`src/rtl/cnt_pkg.sv`:
```
// Shared types for the down-counter load controller.
// Holds the FSM state encoding and the default data width.
package cnt_pkg;

  typedef enum logic [1:0] {
    IDLE,
    LOAD,
    RUN,
    DONE
  } ld_state_t;

  localparam int CNT_DW = 4;

endpackage

```
`src/rtl/btn_debounce.sv`:
```
// Button synchroniser, debounce counter and rising-edge pulse.
// Ports: clk, rstn, btn_i (raw async button), start_o (1-cycle pulse on debounced rise).
module btn_debounce #(
  parameter int DB_CYCLES = 1000000,
  parameter int SYNC_STG  = 2
) (
  input  logic clk,
  input  logic rstn,
  input  logic btn_i,
  output logic start_o
);

  localparam int CW = (DB_CYCLES > 1) ? $clog2(DB_CYCLES) : 1;
  localparam logic [CW-1:0] LAST = CW'(DB_CYCLES - 1);

  logic [SYNC_STG-1:0] sync_q;
  logic [CW-1:0]       cnt_q, cnt_d;
  logic                db_q, db_d;
  logic                db_dly_q;
  logic                sync_w;

  assign sync_w = sync_q[SYNC_STG-1];

  always_ff @(posedge clk or negedge rstn) begin
    if (!rstn) begin
      sync_q   <= '0;
      cnt_q    <= '0;
      db_q     <= 1'b0;
      db_dly_q <= 1'b0;
    end else begin
      sync_q   <= {sync_q[SYNC_STG-2:0], btn_i};
      cnt_q    <= cnt_d;
      db_q     <= db_d;
      db_dly_q <= db_q;
    end
  end

  // Any return to the accepted level restarts the stability window.
  always_comb begin
    cnt_d = cnt_q;
    db_d  = db_q;
    if (sync_w == db_q) begin
      cnt_d = '0;
    end else if (cnt_q == LAST) begin
      db_d  = sync_w;
      cnt_d = '0;
    end else begin
      cnt_d = cnt_q + CW'(1);
    end
  end

  assign start_o = db_q & ~db_dly_q;

endmodule

```
`src/rtl/cnt_load_ctrl.sv`:
```
// Load controller for a loadable down-counter: debounced start, load pulse, expiry detect.
// Ports: clk, rstn, btn_raw, sw_din, auto_reload, q_in -> pe, din, busy, done.
module cnt_load_ctrl
  import cnt_pkg::*;
#(
  parameter int DW        = CNT_DW,
  parameter int DB_CYCLES = 1000000,
  parameter int SYNC_STG  = 2
) (
  input  logic          clk,
  input  logic          rstn,
  input  logic          btn_raw,
  input  logic [DW-1:0] sw_din,
  input  logic          auto_reload,
  input  logic [DW-1:0] q_in,
  output logic          pe,
  output logic [DW-1:0] din,
  output logic          busy,
  output logic          done
);

  ld_state_t     state_q, state_d;
  logic [DW-1:0] din_q, din_d;
  logic          start;

  btn_debounce #(
    .DB_CYCLES (DB_CYCLES),
    .SYNC_STG  (SYNC_STG)
  ) u_db (
    .clk     (clk),
    .rstn    (rstn),
    .btn_i   (btn_raw),
    .start_o (start)
  );

  always_ff @(posedge clk or negedge rstn) begin
    if (!rstn) begin
      state_q <= IDLE;
      din_q   <= '0;
    end else begin
      state_q <= state_d;
      din_q   <= din_d;
    end
  end

  // A start always wins: it resamples the switches from any
  // state that can accept it, including mid-count.
  always_comb begin
    state_d = state_q;
    din_d   = din_q;
    unique case (state_q)
      IDLE: begin
        if (start) begin
          din_d   = sw_din;
          state_d = LOAD;
        end
      end
      LOAD: state_d = RUN;
      RUN: begin
        if (start) begin
          din_d   = sw_din;
          state_d = LOAD;
        end else if (q_in == '0) begin
          state_d = DONE;
        end
      end
      DONE: begin
        if (start) begin
          din_d   = sw_din;
          state_d = LOAD;
        end else if (auto_reload) begin
          state_d = LOAD;
        end else begin
          state_d = IDLE;
        end
      end
      default: state_d = IDLE;
    endcase
  end

  always_comb begin
    pe   = 1'b0;
    busy = 1'b0;
    done = 1'b0;
    unique case (state_q)
      LOAD: begin
        pe   = 1'b1;
        busy = 1'b1;
      end
      RUN:  busy = 1'b1;
      DONE: done = 1'b1;
      default: ;
    endcase
  end

  assign din = din_q;

endmodule

```
`config.mk`:
```
export PLATFORM = sky130hd
export DESIGN_NAME = cnt_load_ctrl
export DESIGN_NICKNAME = d
export VERILOG_FILES = /design/src/rtl/cnt_pkg.sv /design/src/rtl/btn_debounce.sv /design/src/rtl/cnt_load_ctrl.sv
export SDC_FILE = /design/constraint.sdc
export NUM_CORES = 1
export LEC_CHECK = 0
export ABC_AREA = 1
export CAP_MARGIN = 10
export CORE_MARGIN = 8
export CORE_UTILIZATION = 50
export CTS_CLUSTER_SIZE = 8
export DETAILED_ROUTE_END_ITERATION = 8
export MAX_ROUTING_LAYER = met4
export PLACE_DENSITY = 0.78
export SETUP_SLACK_MARGIN = 0.15
export SKIP_CTS_REPAIR_TIMING = 1
export SLEW_MARGIN = 10
export SYNTH_ARGS = -nofsm -noshare
export SYNTH_HDL_FRONTEND = slang
export SYNTH_HIERARCHICAL = 1
export SYNTH_SLANG_ARGS = --single-unit
```
`constraint.sdc`:
```
create_clock -name clk -period 1.3 [get_ports clk]
set_clock_uncertainty 0.1 [all_clocks]
set_input_delay 0.195 -clock clk [delete_from_list [all_inputs] [get_ports clk]]
set_output_delay 0.195 -clock clk [all_outputs]
set_load 0.1 [all_outputs]
```
Word-level counts from Yosys, hierarchy flattened
Cells that the tools add are included.
Storage, ports and cells
  logic and storage cells: 35
  register bits: 30
  input port bits: 12
Operators by class
  eq/ne operators: 7
  add/sub/neg operators: 1
  muxes and demuxes: 11
  bitwise logic cells: 3
  reduce and logical (&&, ||, !) cells: 7
Operator list (number)
  20-bit two-way mux: 2
  20-bit by 1-bit adder with 20-bit output (second input constant): 1
  20-bit == test (second input constant): 1
  2-bit case mux with 4 select lines: 1
  2-bit two-way mux: 3
  2-bit AND reduction: 3
  1-bit two-way mux: 5
  2-bit == test (second input constant): 2
  4-bit logical NOT: 1
  3-bit != test (second input constant): 1
  3-bit OR reduction: 1
  2-bit by 1-bit == test with 1-bit output (second input constant): 1
  2-bit logical NOT: 1
  2-bit != test (second input constant): 1
  1-bit inverter: 2
  2-bit OR reduction: 1
  1-bit AND: 1
  1-bit == test: 1

Longest topological paths before layout
Gate-level depths: netlist (run 1).
  word-level depth: 4
  depth in mapped cells: 9

Cells and area by module
The synthesis (run 1) kept the hierarchy.
Modules (own cells, without submodules)
  btn_debounce: times used 1, sequential area each 600.6 um^2, cells an instance 163, area an instance 1293.7 um^2
  cnt_load_ctrl: times used 1, sequential area each 150.1 um^2, cells an instance 48, area an instance 386.6 um^2

Worst setup path after synthesis (run 1)
No wires, ideal clock.
  kind: register -> register
  start: register state_q[1]
  end: register din_q[0] (netlist: din[0])
  library setup time: 74 ps
  clock period less this slack: 1964 ps
  stages on the path, launching flop included: 7
  setup slack: -664 ps
  data required time: 1126 ps
  data arrival time: 1790 ps
  cells stage by stage: dfrtp_1 > inv_1 > ha_1 > or2_0 > buf_6 > nand2_1 > o21ai_2
Between the ends
  longest elaborated chain between the ends: 3
RTL lines
  start: declaration: RTL line cnt_load_ctrl.sv:22  | ld_state_t state_q, state_d;
  start signal: assignment: RTL line cnt_load_ctrl.sv:41  | state_q <= state_d;
  2-bit == test or 2-bit logical NOT (tied branches): RTL line cnt_load_ctrl.sv:51  | unique case (state_q)
  3-bit OR reduction (no source line) (*)
  2-bit AND reduction (no source line) (*)
  end signal: assignment: RTL line cnt_load_ctrl.sv:42  | din_q <= din_d;
  end: declaration: RTL line cnt_load_ctrl.sv:23  | logic [DW-1:0] din_q, din_d;
Every way passes the cells marked *; elsewhere a longest branch is shown, timed or not.
A chain may end at the register's enable or synchronous reset.

Worst setup path after layout (run 1)
  start: register state_q[0]
  end: output busy
Between the ends
  longest elaborated chain between the ends: 3
RTL lines
  2-bit == test or 2-bit by 1-bit == test with 1-bit output (tied branches): RTL line cnt_load_ctrl.sv:85  | unique case (state_q)
  2-bit OR reduction (no source line) (*)
  1-bit two-way mux (*): RTL line cnt_load_ctrl.sv:85
  end: declaration: RTL line cnt_load_ctrl.sv:18  | output logic busy,
Marked as above.

==> results of run 1 <==
[power groups by stage]
stage / Sequential (mW) / Clock (mW) / Combinational (mW)
after floorplan: 1.06 / 0 / 0.800
after CTS: 1.03 / 0.586 / 1.16
after global routing: 1.04 / 0.658 / 1.48
after global placement: 1.05 / 0 / 1.13
after detailed placement: 1.05 / 0 / 1.15
final: 1.03 / 0.607 / 1.40
[stage by stage]
step	TNS (ps)	hold WS, ps	cell area (sq um)
final	-4300	103	2710
after global routing	-6150	106	2710
after CTS	-2340	114	2370
after detailed placement	-1350	236	2310
after global placement	-635	233	2310
after floorplan	-882	-201	1770
[cells in the mapped netlist]
cell,instances,share of area [%]
nor3b_2,1,0.74
nand3_2,1,0.60
dfrtp_1,30,45
xnor2_1,2,1.0
nand3b_1,1,0.45
nand4_1,4,1.5
o21ai_1,2,0.60
nand3_1,16,4.8
inv_2,2,0.45
nor2_4,1,0.67
or2_1,1,0.37
or2_0,1,0.37
xor2_2,1,0.97
o21ai_2,4,2.1
nor2_1,43,9.6
xor2_1,7,3.6
nand2_1,41,9.2
a21oi_1,3,0.89
nand2_2,5,1.9
nor3_1,3,0.89
nor3b_1,1,0.45
nor2_2,9,3.4
inv_1,23,5.1
ha_1,6,4.5
o21ai_0,2,0.60
buf_6,1,0.67
[metal layers]
metal / part of all wire (%) / vias up / track usage [%]
met4: 5.3 / 0 / 7.76
li1: - / 799 / -
met5: 0 / - / -
met3: 7.6 / 35 / 4.99
met1: 37 / 841 / 18.8
met2: 50 / 100 / 25.2
[cell type report]
cell class                 instances  area (sq um)  share of cell area [%]
clock buffer                       7          55.1                    2.03
inverter                          25           101                    3.74
multi-input combinational        155          1090                    40.5
tap                               46          57.6                    2.13
timing repair buffer              64           627                    23.2
clock inverter                     1          5.00                   0.185
sequential                        30           766                    28.3
[cell families (layout without fill, tap and decap cells)]
| logic type | count (synthesis) | after routing | share of synthesized area [%] |
|---|---|---|---|
| AO/OA/AOI/OAI | 11 | 11 | 4.17 |
| XOR/XNOR | 10 | 10 | 5.66 |
| flip-flops | 30 | 30 | 44.7 |
| AND/OR/NAND/NOR | 128 | 128 | 34.8 |
| adder cells (fa/ha/maj) | 6 | 6 | 4.47 |
| buffers and inverters | 26 | 97 | 6.25 |
[state kept, by name, indices dropped and copies added (netlist names)]
| register | count |
|---|---|
| state_q | 2 |
| u_db/db_dly_q | 1 |
| u_db/sync_q | 2 |
| u_db/db_q | 1 |
| u_db/cnt_q | 20 |
| din | 4 |
[worst register-to-register path: cells and delay by family, from the launching register on]
kind                   cells  cell delay (ps)
XOR/XNOR                   1              160
flip-flops                 1              410
AND/OR/NAND/NOR            5              610
buffers and inverters      1              120
[how the worst max path moves through the flow]
stage               slack [ps]  cells past startpoint             end           from
floorplan                 -170                      6          din[0]     state_q[1]
global placement           -70                      7  u_db/cnt_q[16]  u_db/cnt_q[1]
detailed placement        -140                      7  u_db/cnt_q[16]  u_db/cnt_q[1]
CTS                       -300                      3            busy     state_q[0]
global route              -330                      3            busy     state_q[0]
finish                    -280                      3            busy     state_q[0]
==> out/qor.csv, run 1 <==
metric;value;unit
Port Buffer Count;18;
H-Tree Depth;2;
grt ovf;0;
WS Path Type;flip-flop to output pin;
Slew headroom;83.1;%
post-route insts no fill;328;
VDD IR max;1.43;mV
clk root buf;clkbuf_4;
synth-to-layout area growth;61.1;%
Setup crit end kind;output pin;
Worst setup SP type;flip-flop;
Critical Path Fanout Max;5;
reg-to-reg endpoint;u_db/cnt_q[9];
min setup slack post-route;-281;ps
layout cell share with drive strength beyond 1;50.0;%
IO Pins;19;
max incr delay on CP;450;ps
detailed router's first-iteration violation count;164;
Clock Latency Late Sink;340;ps
PD cells;1120;nW/um^2
Placed Cells incl. Taps;305;
final period utilization;122;%
final wirelength;5.60;mm
HPWL after detailed placement;3.00;mm
initial antenna violation count;0;
Final Critical Period;1580;ps
Logic pwr share;46.1;%
DR WL/cell;17.1;microns
Die ar.;5470;sq um
MaxCap Viol Count;0;
R2R Path Start;u_db/cnt_q[1];
count of cell types in the netlist;26;
Net Switching;1.25;mW
syn_nets;229;
endpoints failing setup;28;
failing checks;setup timing;
most common cell after layout, fill and taps aside;buf_4;
critical path cell sequence;inv_4 -> ha_4 -> buf_12;
GRT Overall Usage;16.3;%
Avg Synthesized Cell Area;7.96;sq um
Inserted Clock Buffers;5;
Starting Density;51.2;%
Final Max Tran Viols;0;
wire length of the first global-routing pass;6.67;mm
Layout Nets;299;
mapped cell area;1680;sq um
# clock sinks;30;
residual DRC count;0;
Setup WS pre-CTS;-136;ps
worst slew pin tran;253;ps
sw frac;41.1;%
reg2reg path depth;7;
sequential share of power;34.0;%
Via density;5.41;
Clock transition at path regs;100;ps
Hold Path Class;input pin to async pin;
Rows;21;
most frequent cells in the layout;buf_4, nor2_1, nand2_1, inv_1, dfrtp_1;
WP data arrival;1290;ps
largest net degree at the start of global routing;31;
leak pwr;1.22;nW
post-route ant nets;0;
register area share after synthesis;44.7;%
Final Hold Viols;0;
required time of the critical path;1000;ps
Achievable Freq;633;MHz
Final GP Congestion;0.945;
RSZ-0062 raised after global routing;yes;
Worst path top cell family by delay;flip-flops;
synthesized flop and latch total;30;
Antenna diodes;0;
yosys warns;6;
CP Buf/Inv Count;2;
Final Power;3.04;mW
vias in the first global route;1527;
Cells after Synth;211;
Die Y;74.0;microns
internal power;1.79;mW
post-layout util;82.4;%
core area;3280;sq um
via count;1775;
critical path's slowest cell;dfrtp_2;
Clk pwr share;19.9;%
status;finished, violations left;
clk buf depth;2;
Die Width;74.0;microns
r2r setup slk;-210;ps
fill count;172;
CTS tree;done;
router iterations before antenna repair;4;
Power figures use the tool's default switching activity.
==> inputs of run 2 (changes only) <==
--- a/config.mk
+++ b/config.mk
@@ -15,6 +15,7 @@
 export PLACE_DENSITY = 0.78
 export SETUP_SLACK_MARGIN = 0.15
 export SKIP_CTS_REPAIR_TIMING = 1
+export SKIP_LAST_GASP = 1
 export SLEW_MARGIN = 10
 export SYNTH_ARGS = -nofsm -noshare
 export SYNTH_HDL_FRONTEND = slang
==> out/qor.csv, run 2 (synthesis gave the netlist of run 1 again) <==
metric;value;unit;change
GRT Overall Usage;16.3;%;unchanged
Worst setup SP type;flip-flop;;unchanged
grt ovf;0;;unchanged
# clock sinks;30;;unchanged
Critical Path Fanout Max;5;;unchanged
Final Hold Viols;0;;unchanged
fill count;174;;was 172
router iterations before antenna repair;4;;unchanged
final hold slack;110;ps;was 103 ps
min setup slack post-route;-256;ps;was -281 ps
WP data arrival;1260;ps;was 1290 ps
Die Width;74.0;microns;unchanged
Clock transition at path regs;100;ps;about the same
detailed router's first-iteration violation count;129;;was 164
wire length of the first global-routing pass;6.67;mm;unchanged
post-route ant nets;0;;unchanged
worst slew pin tran;259;ps;was 253 ps
Final GP Congestion;0.945;;unchanged
residual DRC count;0;;unchanged
WS Path Type;flip-flop to output pin;;unchanged
Final Power;3.04;mW;about the same
Clock Latency Late Sink;340;ps;about the same
MaxCap Viol Count;0;;unchanged
clk root buf;clkbuf_4;;unchanged
final wirelength;5.53;mm;was 5.60 mm
endpoints failing setup;28;;unchanged
leak pwr;1.22;nW;about the same
Hold Path Class;input pin to async pin;;unchanged
final period utilization;120;%;was 122%
Placed Cells incl. Taps;305;;unchanged
required time of the critical path;1000;ps;about the same
most frequent cells in the layout;buf_4, nor2_1, nand2_1, inv_1, dfrtp_1;;unchanged
Via density;5.38;;was 5.41
Final Max Tran Viols;0;;unchanged
Final Critical Period;1560;ps;was 1580 ps
layout cell share with drive strength beyond 1;50.0;%;unchanged
Starting Density;51.2;%;unchanged
CTS tree;done;;unchanged
Setup crit end kind;output pin;;unchanged
clk buf depth;2;;unchanged
register area;766;sq um;unchanged
vias in the first global route;1527;;unchanged
Reg with most FFs;u_db/cnt_q;;unchanged
Antenna diodes;0;;unchanged
largest net degree at the start of global routing;31;;unchanged
most common cell after layout, fill and taps aside;buf_4;;unchanged
Setup WS pre-CTS;-136;ps;unchanged
PD cells;1120;nW/um^2;about the same
Slew headroom;82.7;%;was 83.1%
DR WL/cell;16.9;microns;was 17.1 microns
H-Tree Depth;2;;unchanged
failing checks;setup timing;;unchanged
via count;1765;;was 1,775
VDD IR max;1.43;mV;about the same
Die ar.;5470;sq um;unchanged
IO Pins;19;;unchanged
synth-to-layout area growth;60.9;%;was 61.1%
core area;3280;sq um;unchanged
Layout Nets;299;;unchanged
post-route insts no fill;328;;unchanged
TNS Setup;-4060;ps;was -4300 ps
Rows;21;;unchanged
Die Y;74.0;microns;unchanged
RSZ-0062 raised after global routing;yes;;unchanged
Largest register FFs;20;;unchanged
HPWL after detailed placement;3.00;mm;unchanged
area of the multi-input gates;1090;sq um;unchanged
Port Buffer Count;18;;unchanged
Inserted Clock Buffers;5;;unchanged
Achievable Freq;643;MHz;was 633 MHz
status;finished, violations left;;unchanged
initial antenna violation count;0;;unchanged
run 2: cell count changes in the layout (fill, tap and decap cells not counted), sizes merged:
cell    change
clkinv      -1
inv         +1
run 2: worst paths after layout:
check	start	endpoint	slack (ps)	cells after the start
max in group asynchronous	rstn	state_q[0]	800	2
worst min-delay path	rstn	u_db/cnt_q[13]	110	2
worst max-delay path	state_q[0]	pe	-260	3
min in group clk	btn_raw	u_db/sync_q[0]	190	1
worst max register to register	u_db/cnt_q[1]	u_db/cnt_q[9]	-230	7
worst min register to register	u_db/sync_q[0]	u_db/sync_q[1]	260	0
run 2: final cells by class:
cell class / count / share of cell area, %
multi-input combinational: 155 / 40.5
sequential: 30 / 28.3
timing repair buffer: 64 / 23.2
inverter: 25 / 3.66
tap: 46 / 2.13
clock buffer: 7 / 2.04
clock inverter: 1 / 0.185
run 2: metal layers:
layer | up-vias | track usage [%] | wire length [microns]
met3 | 35 | 4.99 | 323
li1 | 797 | - | -
met4 | 0 | 7.76 | 258
met5 | - | - | 0
met2 | 83 | 25.2 | 2820
met1 | 850 | 18.8 | 2130
run 2: power by group:
part           switching [mW]  internal, mW  total [mW]
Sequential             0.0504         0.977        1.03
Clock                   0.343         0.262       0.605
Combinational           0.850         0.555        1.41
Total                    1.24          1.79        3.04
run 2: worst max-delay path, cell delays in order, from the launching register on:
cell,delay [ps]
dfrtp_2,460
buf_4,160
ha_4,160
buf_12,160
run 2: metrics by stage:
stage	instance area, sq um	utilization (%)
2_1_floorplan	1770	-
3_3_place_gp	2310	70.4
3_5_place_dp	2310	70.4
4_1_cts	2370	72.2
5_1_grt	2700	82.3
6_report	2700	82.3
==> inputs of run 3 (changes only) <==
--- a/config.mk
+++ b/config.mk
@@ -7,12 +7,14 @@
 export LEC_CHECK = 0
 export ABC_AREA = 1
 export CAP_MARGIN = 10
+export CELL_PAD_IN_SITES_DETAIL_PLACEMENT = 1
+export CELL_PAD_IN_SITES_GLOBAL_PLACEMENT = 2
 export CORE_MARGIN = 8
-export CORE_UTILIZATION = 50
+export CORE_UTILIZATION = 29
 export CTS_CLUSTER_SIZE = 8
 export DETAILED_ROUTE_END_ITERATION = 8
 export MAX_ROUTING_LAYER = met4
-export PLACE_DENSITY = 0.78
+export PLACE_DENSITY = 0.77
 export SETUP_SLACK_MARGIN = 0.15
 export SKIP_CTS_REPAIR_TIMING = 1
 export SKIP_LAST_GASP = 1
==> out/qor.csv, run 3 (synthesis gave the netlist of run 1 again) <==
metric;value;unit;change
status;finished, violations left;;unchanged
failing checks;setup timing;;unchanged
Achievable Freq;672;MHz;was 643 MHz
Setup crit end kind;output pin;;unchanged
Largest register FFs;20;;unchanged
endpoints failing setup;26;;was 28
Final GP Congestion;0.825;;was 0.945
r2r setup slk;-180;ps;was -230 ps
synth-to-layout area growth;71.9;%;was 60.9%
max incr delay on CP;420;ps;was 460 ps
Final Cell Area;2890;sq um;was 2700 sq um
Reg with most FFs;u_db/cnt_q;;unchanged
clk root buf;clkbuf_8;;was clkbuf_4
Via density;4.47;;was 5.38
final period utilization;114;%;was 120%
Critical path origin;state_q[0];;unchanged
Critical Path End;busy;;was pe
vias in the first global route;1680;;was 1,527
fill count;651;;was 174
Worst setup SP type;flip-flop;;unchanged
post-route ant nets;0;;unchanged
H-Tree Depth;2;;unchanged
grt ovf;0;;unchanged
initial antenna violation count;0;;unchanged
TNS Setup;-2560;ps;was -4060 ps
Clock Latency Late Sink;280;ps;was 340 ps
area of the multi-input gates;1130;sq um;was 1090 sq um
reg2reg path depth;8;;was 7
required time of the critical path;1000;ps;about the same
Final Hold Viols;0;;unchanged
leak pwr;1.28;nW;was 1.22 nW
MaxCap Viol Count;0;;unchanged
# clock sinks;30;;unchanged
Layout Nets;307;;was 299
Final Max Tran Viols;0;;unchanged
core area;5540;sq um;was 3280 sq um
layout cell share with drive strength beyond 1;53.1;%;was 50.0%
Die ar.;8490;sq um;was 5470 sq um
critical path cell sequence;inv_4 -> ha_4 -> buf_12;;was buf_4 -> ha_4 -> buf_12
Rows;27;;was 21
DP Area;2400;sq um;was 2310 sq um
min setup slack post-route;-188;ps;was -256 ps
worst slew pin tran;204;ps;was 259 ps
Antenna diodes;0;;unchanged
R2R Path Start;u_db/cnt_q[1];;unchanged
router iterations before antenna repair;4;;unchanged
IO Pins;19;;unchanged
Slew headroom;86.4;%;was 82.7%
clk buf depth;2;;unchanged
post-layout util;52.1;%;was 82.3%
final hold slack;176;ps;was 110 ps
most frequent cells in the layout;buf_4, nor2_1, nand2_1, dfrtp_1, inv_1;;was buf_4, nor2_1, nand2_1, inv_1, dfrtp_1
Net Switching;1.25;mW;was 1.24 mW
WS Path Type;flip-flop to output pin;;unchanged
VDD IR max;1.84;mV;was 1.43 mV
HPWL after detailed placement;3.45;mm;was 3.00 mm
Clock transition at path regs;70;ps;was 100 ps
RSZ-0062 raised after global routing;yes;;unchanged
critical path's slowest cell;dfrtp_2;;unchanged
WP data arrival;1190;ps;was 1260 ps
wire length of the first global-routing pass;7.79;mm;was 6.67 mm
reg-to-reg endpoint;u_db/cnt_q[17];;was u_db/cnt_q[9]
GRT Overall Usage;11.7;%;was 16.3%
residual DRC count;0;;unchanged
Port Buffer Count;18;;unchanged
PD cells;1150;nW/um^2;was 1120 nW/um^2
final wirelength;4.95;mm;was 5.53 mm
DR WL/cell;13.7;microns;was 16.9 microns
internal power;2.06;mW;was 1.79 mW
Worst path top cell family by delay;flip-flops;;unchanged
largest net degree at the start of global routing;31;;unchanged
Hold Path Class;input pin to async pin;;unchanged
CP Buf/Inv Count;2;;unchanged
CTS tree;done;;unchanged
Starting Density;30.3;%;was 51.2%
Critical Path Fanout Max;3;;was 5
cell depth of the worst setup path;3;;unchanged
via count;1619;;was 1,765
most common cell after layout, fill and taps aside;buf_4;;unchanged
register area;764;sq um;was 766 sq um
Die Width;92.1;microns;was 74.0 microns
Clk pwr share;23.4;%;was 19.9%
sw frac;37.7;%;was 40.9%
Inserted Clock Buffers;5;;unchanged
Logic pwr share;45.3;%;was 46.3%
Final Critical Period;1490;ps;was 1560 ps
Die Y;92.1;microns;was 74.0 microns
detailed router's first-iteration violation count;33;;was 129
sequential share of power;31.2;%;was 33.8%
-- run 3: cell types whose count changed in the layout (fill, tap and decap cells not counted), sizes merged --
cell	delta
buf	+8
-- run 3: power groups by stage --
stage / logic (mW) / clock network (mW) / registers [mW]
3_3_place_gp: 1.25 / 0 / 1.04
3_5_place_dp: 1.26 / 0 / 1.04
2_1_floorplan: 0.800 / 0 / 1.06
6_report: 1.50 / 0.775 / 1.03
4_1_cts: 1.26 / 0.804 / 1.03
5_1_grt: 1.59 / 0.843 / 1.04
-- run 3: stage by stage --
| stage | power (mW) | std cells | setup WS [ps] |
|---|---|---|---|
| final | 3.31 | 362 | -188 |
| after global routing | 3.48 | 362 | -262 |
| after CTS | 3.09 | 347 | -257 |
| after detailed placement | 2.30 | 339 | -155 |
| after global placement | 2.29 | 339 | -123 |
| after floorplan | 1.86 | 211 | -170 |
-- run 3: how the worst min path moves through the flow --
stage	endpoint	slack [ps]	cells after the start
2_1_floorplan	din[0]	-200	0
3_3_place_gp	u_db/sync_q[1]	230	0
3_5_place_dp	u_db/sync_q[1]	240	0
4_1_cts	u_db/cnt_q[1]	170	2
5_1_grt	u_db/cnt_q[1]	180	2
6_report	u_db/cnt_q[1]	180	2
-- run 3: area by class of cell --
| type | count | share of cell area (%) |
|---|---|---|
| tap | 72 | 3.12 |
| inverter | 25 | 3.42 |
| sequential | 30 | 26.5 |
| clock inverter | 1 | 0.173 |
| multi-input combinational | 155 | 39.3 |
| timing repair buffer | 72 | 24.6 |
| clock buffer | 7 | 2.99 |
-- run 3: layer usage --
layer	GRT usage, %	vias up	wire [microns]
met2	19.7	22	2530
met4	4.43	0	67
met5	-	-	0
li1	-	813	-
met3	2.20	6	70
met1	13.5	778	2280
-- run 3: worst reg2reg max path, delay by kind of cell (launching register included) --
kind	cells	cell delay [ps]
buffers and inverters	1	120
flip-flops	1	400
AND/OR/NAND/NOR	7	760
